$ cat config.mk
export PLATFORM = sky130hd
export DESIGN_NAME = traffic_light_display
export DESIGN_NICKNAME = d
export VERILOG_FILES = /design/src/rtl/traffic_light_display.sv
export SDC_FILE = /design/constraint.sdc
export NUM_CORES = 1
export LEC_CHECK = 0
export ABC_AREA = 1
export CORE_MARGIN = 8
export CORE_UTILIZATION = 25
export DETAILED_ROUTE_END_ITERATION = 10
export HOLD_SLACK_MARGIN = 0.02
export PLACE_DENSITY = 0.39
export SETUP_SLACK_MARGIN = 0.2
export SLEW_MARGIN = 15
export SYNTH_ARGS = -nofsm -noshare
export SYNTH_HDL_FRONTEND = slang
export SYNTH_SLANG_ARGS = --single-unit
$ cat constraint.sdc
create_clock -name sys_clk -period 6.1 [get_ports sys_clk]
set_input_delay 1.22 -clock sys_clk [delete_from_list [all_inputs] [get_ports sys_clk]]
set_output_delay 1.22 -clock sys_clk [all_outputs]
set_load 0.01 [all_outputs]
$ cat src/rtl/traffic_light_display.sv
// Display side of the traffic light: resynchronises the controller's countdown and lamp code,
// converts the count to BCD with a sequential double-dabble engine and scans three 7-segment digits.
module traffic_light_display #(
  parameter int SCAN_DIV = 50000
) (
  input  logic       sys_clk,
  input  logic       sys_rst_p,
  input  logic [7:0] light_t,
  input  logic [2:0] light_ctrl,
  output logic [6:0] seg_n,
  output logic [2:0] dig_n,
  output logic       lamp_r,
  output logic       lamp_y,
  output logic       lamp_g,
  output logic       fault,
  output logic       busy
);

  localparam int PW = $clog2(SCAN_DIV);
  localparam logic [6:0] SEG_BLANK = 7'h7F;
  localparam logic [6:0] SEG_MINUS = 7'b0111111;

  typedef enum logic [1:0] {IDLE, SHIFT, COMMIT} conv_state_t;

  function automatic logic [6:0] seg_code(input logic [3:0] d);
    case (d)
      4'd0:    return 7'b1000000;
      4'd1:    return 7'b1111001;
      4'd2:    return 7'b0100100;
      4'd3:    return 7'b0110000;
      4'd4:    return 7'b0011001;
      4'd5:    return 7'b0010010;
      4'd6:    return 7'b0000010;
      4'd7:    return 7'b1111000;
      4'd8:    return 7'b0000000;
      4'd9:    return 7'b0010000;
      default: return SEG_BLANK;
    endcase
  endfunction

  function automatic logic [3:0] add3(input logic [3:0] n);
    return (n >= 4'd5) ? n + 4'd3 : n;
  endfunction

  logic [10:0]  s1, s2, s3;
  logic [1:0]   fill;
  logic [7:0]   acc_t;
  logic [2:0]   acc_ctrl;
  logic         valid;
  logic         stable, accept, in_legal;
  conv_state_t  state, state_next;
  logic [19:0]  shreg, shreg_next, dabbled;
  logic [2:0]   iter, iter_next;
  logic [3:0]   hund, tens, ones;
  logic [PW-1:0] presc;
  logic [1:0]   idx, idx_next;
  logic         wrap;
  logic [6:0]   seg_sel;

  // NOTE: all state flops use non-blocking assignments so every register samples pre-edge values.
  always_ff @(posedge sys_clk or posedge sys_rst_p) begin
    if (sys_rst_p) begin
      s1   <= '0;
      s2   <= '0;
      s3   <= '0;
      fill <= '0;
    end else begin
      s1 <= {light_t, light_ctrl};
      s2 <= s1;
      s3 <= s2;
      if (fill != 2'd2) fill <= fill + 2'd1;
    end
  end

  // The fill count keeps the all-zero reset contents of the pipeline from being accepted.
  assign stable   = (fill == 2'd2) && (s2 == s3);
  assign accept   = stable && (!valid || (s2 != {acc_t, acc_ctrl})) && (state == IDLE);
  assign in_legal = (s2[2:0] == 3'b001) || (s2[2:0] == 3'b010) || (s2[2:0] == 3'b100);

  always_ff @(posedge sys_clk or posedge sys_rst_p) begin
    if (sys_rst_p) begin
      acc_t    <= '0;
      acc_ctrl <= '0;
      valid    <= 1'b0;
      fault    <= 1'b0;
      lamp_r   <= 1'b0;
      lamp_y   <= 1'b0;
      lamp_g   <= 1'b0;
    end else if (accept) begin
      acc_t    <= s2[10:3];
      acc_ctrl <= s2[2:0];
      valid    <= 1'b1;
      fault    <= !in_legal;
      lamp_g   <= in_legal & s2[0];
      lamp_y   <= in_legal & s2[1];
      lamp_r   <= in_legal & s2[2];
    end
  end

  assign dabbled = {add3(shreg[19:16]), add3(shreg[15:12]), add3(shreg[11:8]), shreg[7:0]};

  // NOTE: every combinational output gets a default first so no path can infer a latch.
  always_comb begin
    state_next = state;
    shreg_next = shreg;
    iter_next  = iter;
    case (state)
      IDLE: begin
        if (accept) begin
          state_next = SHIFT;
          shreg_next = {12'b0, s2[10:3]};
          iter_next  = 3'd0;
        end
      end
      SHIFT: begin
        shreg_next = {dabbled[18:0], 1'b0};
        iter_next  = iter + 3'd1;
        if (iter == 3'd7) state_next = COMMIT;
      end
      COMMIT:  state_next = IDLE;
      default: state_next = IDLE;
    endcase
  end

  always_ff @(posedge sys_clk or posedge sys_rst_p) begin
    if (sys_rst_p) begin
      state <= IDLE;
      shreg <= '0;
      iter  <= '0;
      hund  <= '0;
      tens  <= '0;
      ones  <= '0;
    end else begin
      state <= state_next;
      shreg <= shreg_next;
      iter  <= iter_next;
      if (state == COMMIT) begin
        hund <= shreg[19:16];
        tens <= shreg[15:12];
        ones <= shreg[11:8];
      end
    end
  end

  assign busy     = (state == SHIFT);
  assign wrap     = (presc == PW'(SCAN_DIV - 1));
  assign idx_next = (idx == 2'd2) ? 2'd0 : idx + 2'd1;

  always_comb begin
    seg_sel = SEG_BLANK;
    case (idx_next)
      2'd0:    seg_sel = seg_code(ones);
      2'd1:    seg_sel = ((hund == 4'd0) && (tens == 4'd0)) ? SEG_BLANK : seg_code(tens);
      default: seg_sel = (hund == 4'd0) ? SEG_BLANK : seg_code(hund);
    endcase
    if (fault) seg_sel = SEG_MINUS;
  end

  // Segment and digit drives are registered and only change as the scan index advances.
  always_ff @(posedge sys_clk or posedge sys_rst_p) begin
    if (sys_rst_p) begin
      presc <= '0;
      idx   <= '0;
      seg_n <= SEG_BLANK;
      dig_n <= 3'b111;
    end else if (wrap) begin
      presc <= '0;
      idx   <= idx_next;
      if (valid) begin
        seg_n <= seg_sel;
        dig_n <= ~(3'b001 << idx_next);
      end else begin
        seg_n <= SEG_BLANK;
        dig_n <= 3'b111;
      end
    end else begin
      presc <= presc + 1'b1;
    end
  end

endmodule

==> impl_metrics.tcl <==
set metrics [dict create \
    outcome "finished clean" \
    ys_ff_latch 116 \
    viasPerCell 4.18 \
    ys.warnings.count 0 \
    ir_drop_uv 148 \
    whs_path_depth 0 \
    pin_count 28 \
    clk_path_buf_depth 2 \
    cts_tree "yes" \
    start_kind "flop" \
    slowest_stage "clkdlybuf4s50_1" \
    drc 0 \
    holdWs_ns 0.348 \
    p_clk_share_pct 51.1 \
    max_freq_ghz 0.336 \
    port_buffers 27 \
    cp.depth 3 \
    rsz0062_at_grt "false" \
    p_int_w 0.00143 \
    htreeDepth 4 \
    tightest_slew_ns 0.848 \
    wire_per_inst_um 11.9 \
    path_delay_family "buffers and inverters" \
    drv_slew 0 \
    seq_area_frac_synth_pct 48.9 \
    required_ns 4.88 \
    first_pass_iters 5 \
    overflow 0 \
    clk_pin_slew_worst_paths_ns 0.06 \
    rrSetupSlack_ns 3.90 \
    netlist_instances 718 \
    grt_pass1_vias 4618 \
    clkSinkCount 116 \
    synth_area_per_cell_sq_um 8.30 \
    r2r_cells 12 \
    hold_viol 0 \
    final_common_cell "nand2_1" \
    numCtsBuffers 17 \
    die_height_um 170 \
    areaGrowthSynthToFinish_pct 19.1 \
    final_cell_mix "187 x nand2_1, 106 x dfrtp_1, 85 x inv_1, 85 x nor2_1, 66 x o21ai_0" \
    vias 4526 \
    postCtsResizedCells 0 \
    antenna_found_initial 0 \
    core_sq_mm 0.0234 \
    place.gp.congestion 0.785 \
    slowest_delay_ns 0.60 \
    r2r-start "s2[6]" \
    cp_cell_sequence "nor2_1, buf_4, clkdlybuf4s50_1" \
    startpoint "state[1]" \
    worst-path-buf-inv 2 \
    insertedDiodeCount 0 \
    critical_path.endpoint "busy" \
    holdBufCountCts 0 \
    cellPowerDensity_mw_per_mm2 264 \
    slew_headroom_pct 43.4 \
    drive_gt1_share_pct 10.7 \
    r2r-end "shreg[3]" \
    grt_pass1_wl_um 22600 \
    drtIter0Drc 170 \
    die_w_um 170 \
    worst-setup-path-type "reg -> out" \
    antenna_left 0 \
    holdCritPathClass "reg -> reg" \
    p_sw_share_pct 23.7 \
    start_util_pct 25.5 \
    synth_area_sq_mm 0.00596 \
    rows 56 \
    setup_viol 0 \
    post-route-min-period_ns 2.98 \
    syn_nets 757 \
    hpwl_um 9130 \
    pwr-share-comb_pct 4.7 \
    switching_power_w 0.000443 \
    cts_setup_buffers 0 \
    clock_latency_ns 0.42 \
    grt_max_degree 70 \
    crit_arrival_ns 1.76 \
    die-area_sq_mm 0.0290 \
    root_buffer "clkbuf_16" \
    worstSetupEndpointType "primary output" \
    tns_ns 0 \
    p_seq_share_pct 44.2 \
    wl_um 12900 \
    nNetsFinal 790 \
    track_usage_pct 9.67 \
    period_share_pct 48.8 \
    synth.distinct_cells 34 \
    drv_cap 0 \
    p_leak_nw 3.32 \
    critPathMaxFanout 23 \
    clock_skew_ns 0.0123 \
]
==> area by class of cell <==
type	instances	area [sq um]
Clock buffer	21	470
Clock inverter	11	104
Fill cell	2506	16300
Inverter	92	348
Multi-Input combinational cell	493	2560
Sequential cell	116	2920
Tap cell	319	399
Timing Repair Buffer	31	300
==> synthesized netlist by cell type, drive strengths merged <==
cell / n / area, sq um
a21oi: 20 / 100
a22oi: 1 / 7.51
a31oi: 1 / 6.26
and2: 1 / 6.26
buf: 12 / 118
clkbuf: 5 / 18.8
clkinv: 1 / 3.75
dfrtp: 106 / 2650
dfstp: 10 / 263
ha: 26 / 325
inv: 91 / 342
nand2: 190 / 721
nand3: 50 / 365
nand3b: 2 / 15.0
nand4: 11 / 68.8
nor2: 87 / 332
nor3: 7 / 35.0
nor4: 2 / 12.5
o211ai: 4 / 30.0
o21ai: 68 / 344
o21bai: 2 / 15.0
or2: 3 / 18.8
xnor2: 6 / 52.6
xor2: 12 / 105
==> kinds of logic after synthesis <==
family                   after synthesis  share of synthesized area, %
AO/OA/AOI/OAI                         96                          8.44
buffers and inverters                109                          8.09
adder cells (fa/ha/maj)               26                          5.46
XOR/XNOR                              18                          2.65
flip-flops                           116                          48.9
AND/OR/NAND/NOR                      353                          26.4
==> worst min path at each step <==
stage | startpoint | end | slack [ns]
2_1_floorplan | s1[0] | s2[0] | 0.33
3_3_place_gp | s1[10] | s2[10] | 0.33
3_5_place_dp | s1[0] | s2[0] | 0.34
4_1_cts | s1[0] | s2[0] | 0.35
5_1_grt | s1[0] | s2[0] | 0.35
6_report | s1[0] | s2[0] | 0.35
==> power by group through the flow <==
| stage | logic, W | registers (W) | clock network (W) |
|---|---|---|---|
| 6_report | 0.0000888 | 0.000829 | 0.000957 |
| 5_1_grt | 0.000106 | 0.000833 | 0.00103 |
| 4_1_cts | 0.0000928 | 0.000829 | 0.000996 |
| 3_5_place_dp | 0.0000922 | 0.000842 | 0 |
| 3_3_place_gp | 0.0000897 | 0.000840 | 0 |
| 2_1_floorplan | 0.0000655 | 0.000835 | 0 |
==> flip-flops by register name, indices dropped and copies added, names as in the netlist <==
name	cells
valid	1
state	2
iter	3
hund	4
fault	1
presc	16
seg_n	7
fill	2
s2	11
idx	2
dig_n	3
s3	11
tens	4
ones	4
acc_t	8
s1	11
lamp_r	1
lamp_g	1
shreg	20
lamp_y	1
acc_ctrl	3
==> layer usage <==
metal  part of all wire [%]  track usage (%)  vias up  wire length [um]
li1                       -                -     2339                 -
met1                     47             11.7     2118              6120
met2                     48             16.3       57              6150
met3                    3.8             2.92       12               484
met4                    1.1             2.97        0               147
met5                      0                0        -                 0
==> per-stage QoR <==
| stage | instance area [sq um] | total power, W | instances | setup slack, ns | util (%) |
|---|---|---|---|---|---|
| 6_report | 7100 | 0.00187 | 1083 | 3.12 | 30.3 |
| 5_1_grt | 7100 | 0.00197 | 1083 | 3.00 | 30.3 |
| 4_1_cts | 7100 | 0.00192 | 1083 | 3.07 | 30.3 |
| 3_5_place_dp | 6520 | 0.000934 | 1051 | 3.01 | 27.9 |
| 3_3_place_gp | 6520 | 0.000930 | 1051 | 3.07 | 27.9 |
| 2_1_floorplan | 5960 | 0.000901 | 718 | 1.82 | - |
Power figures use the tool's default switching activity.
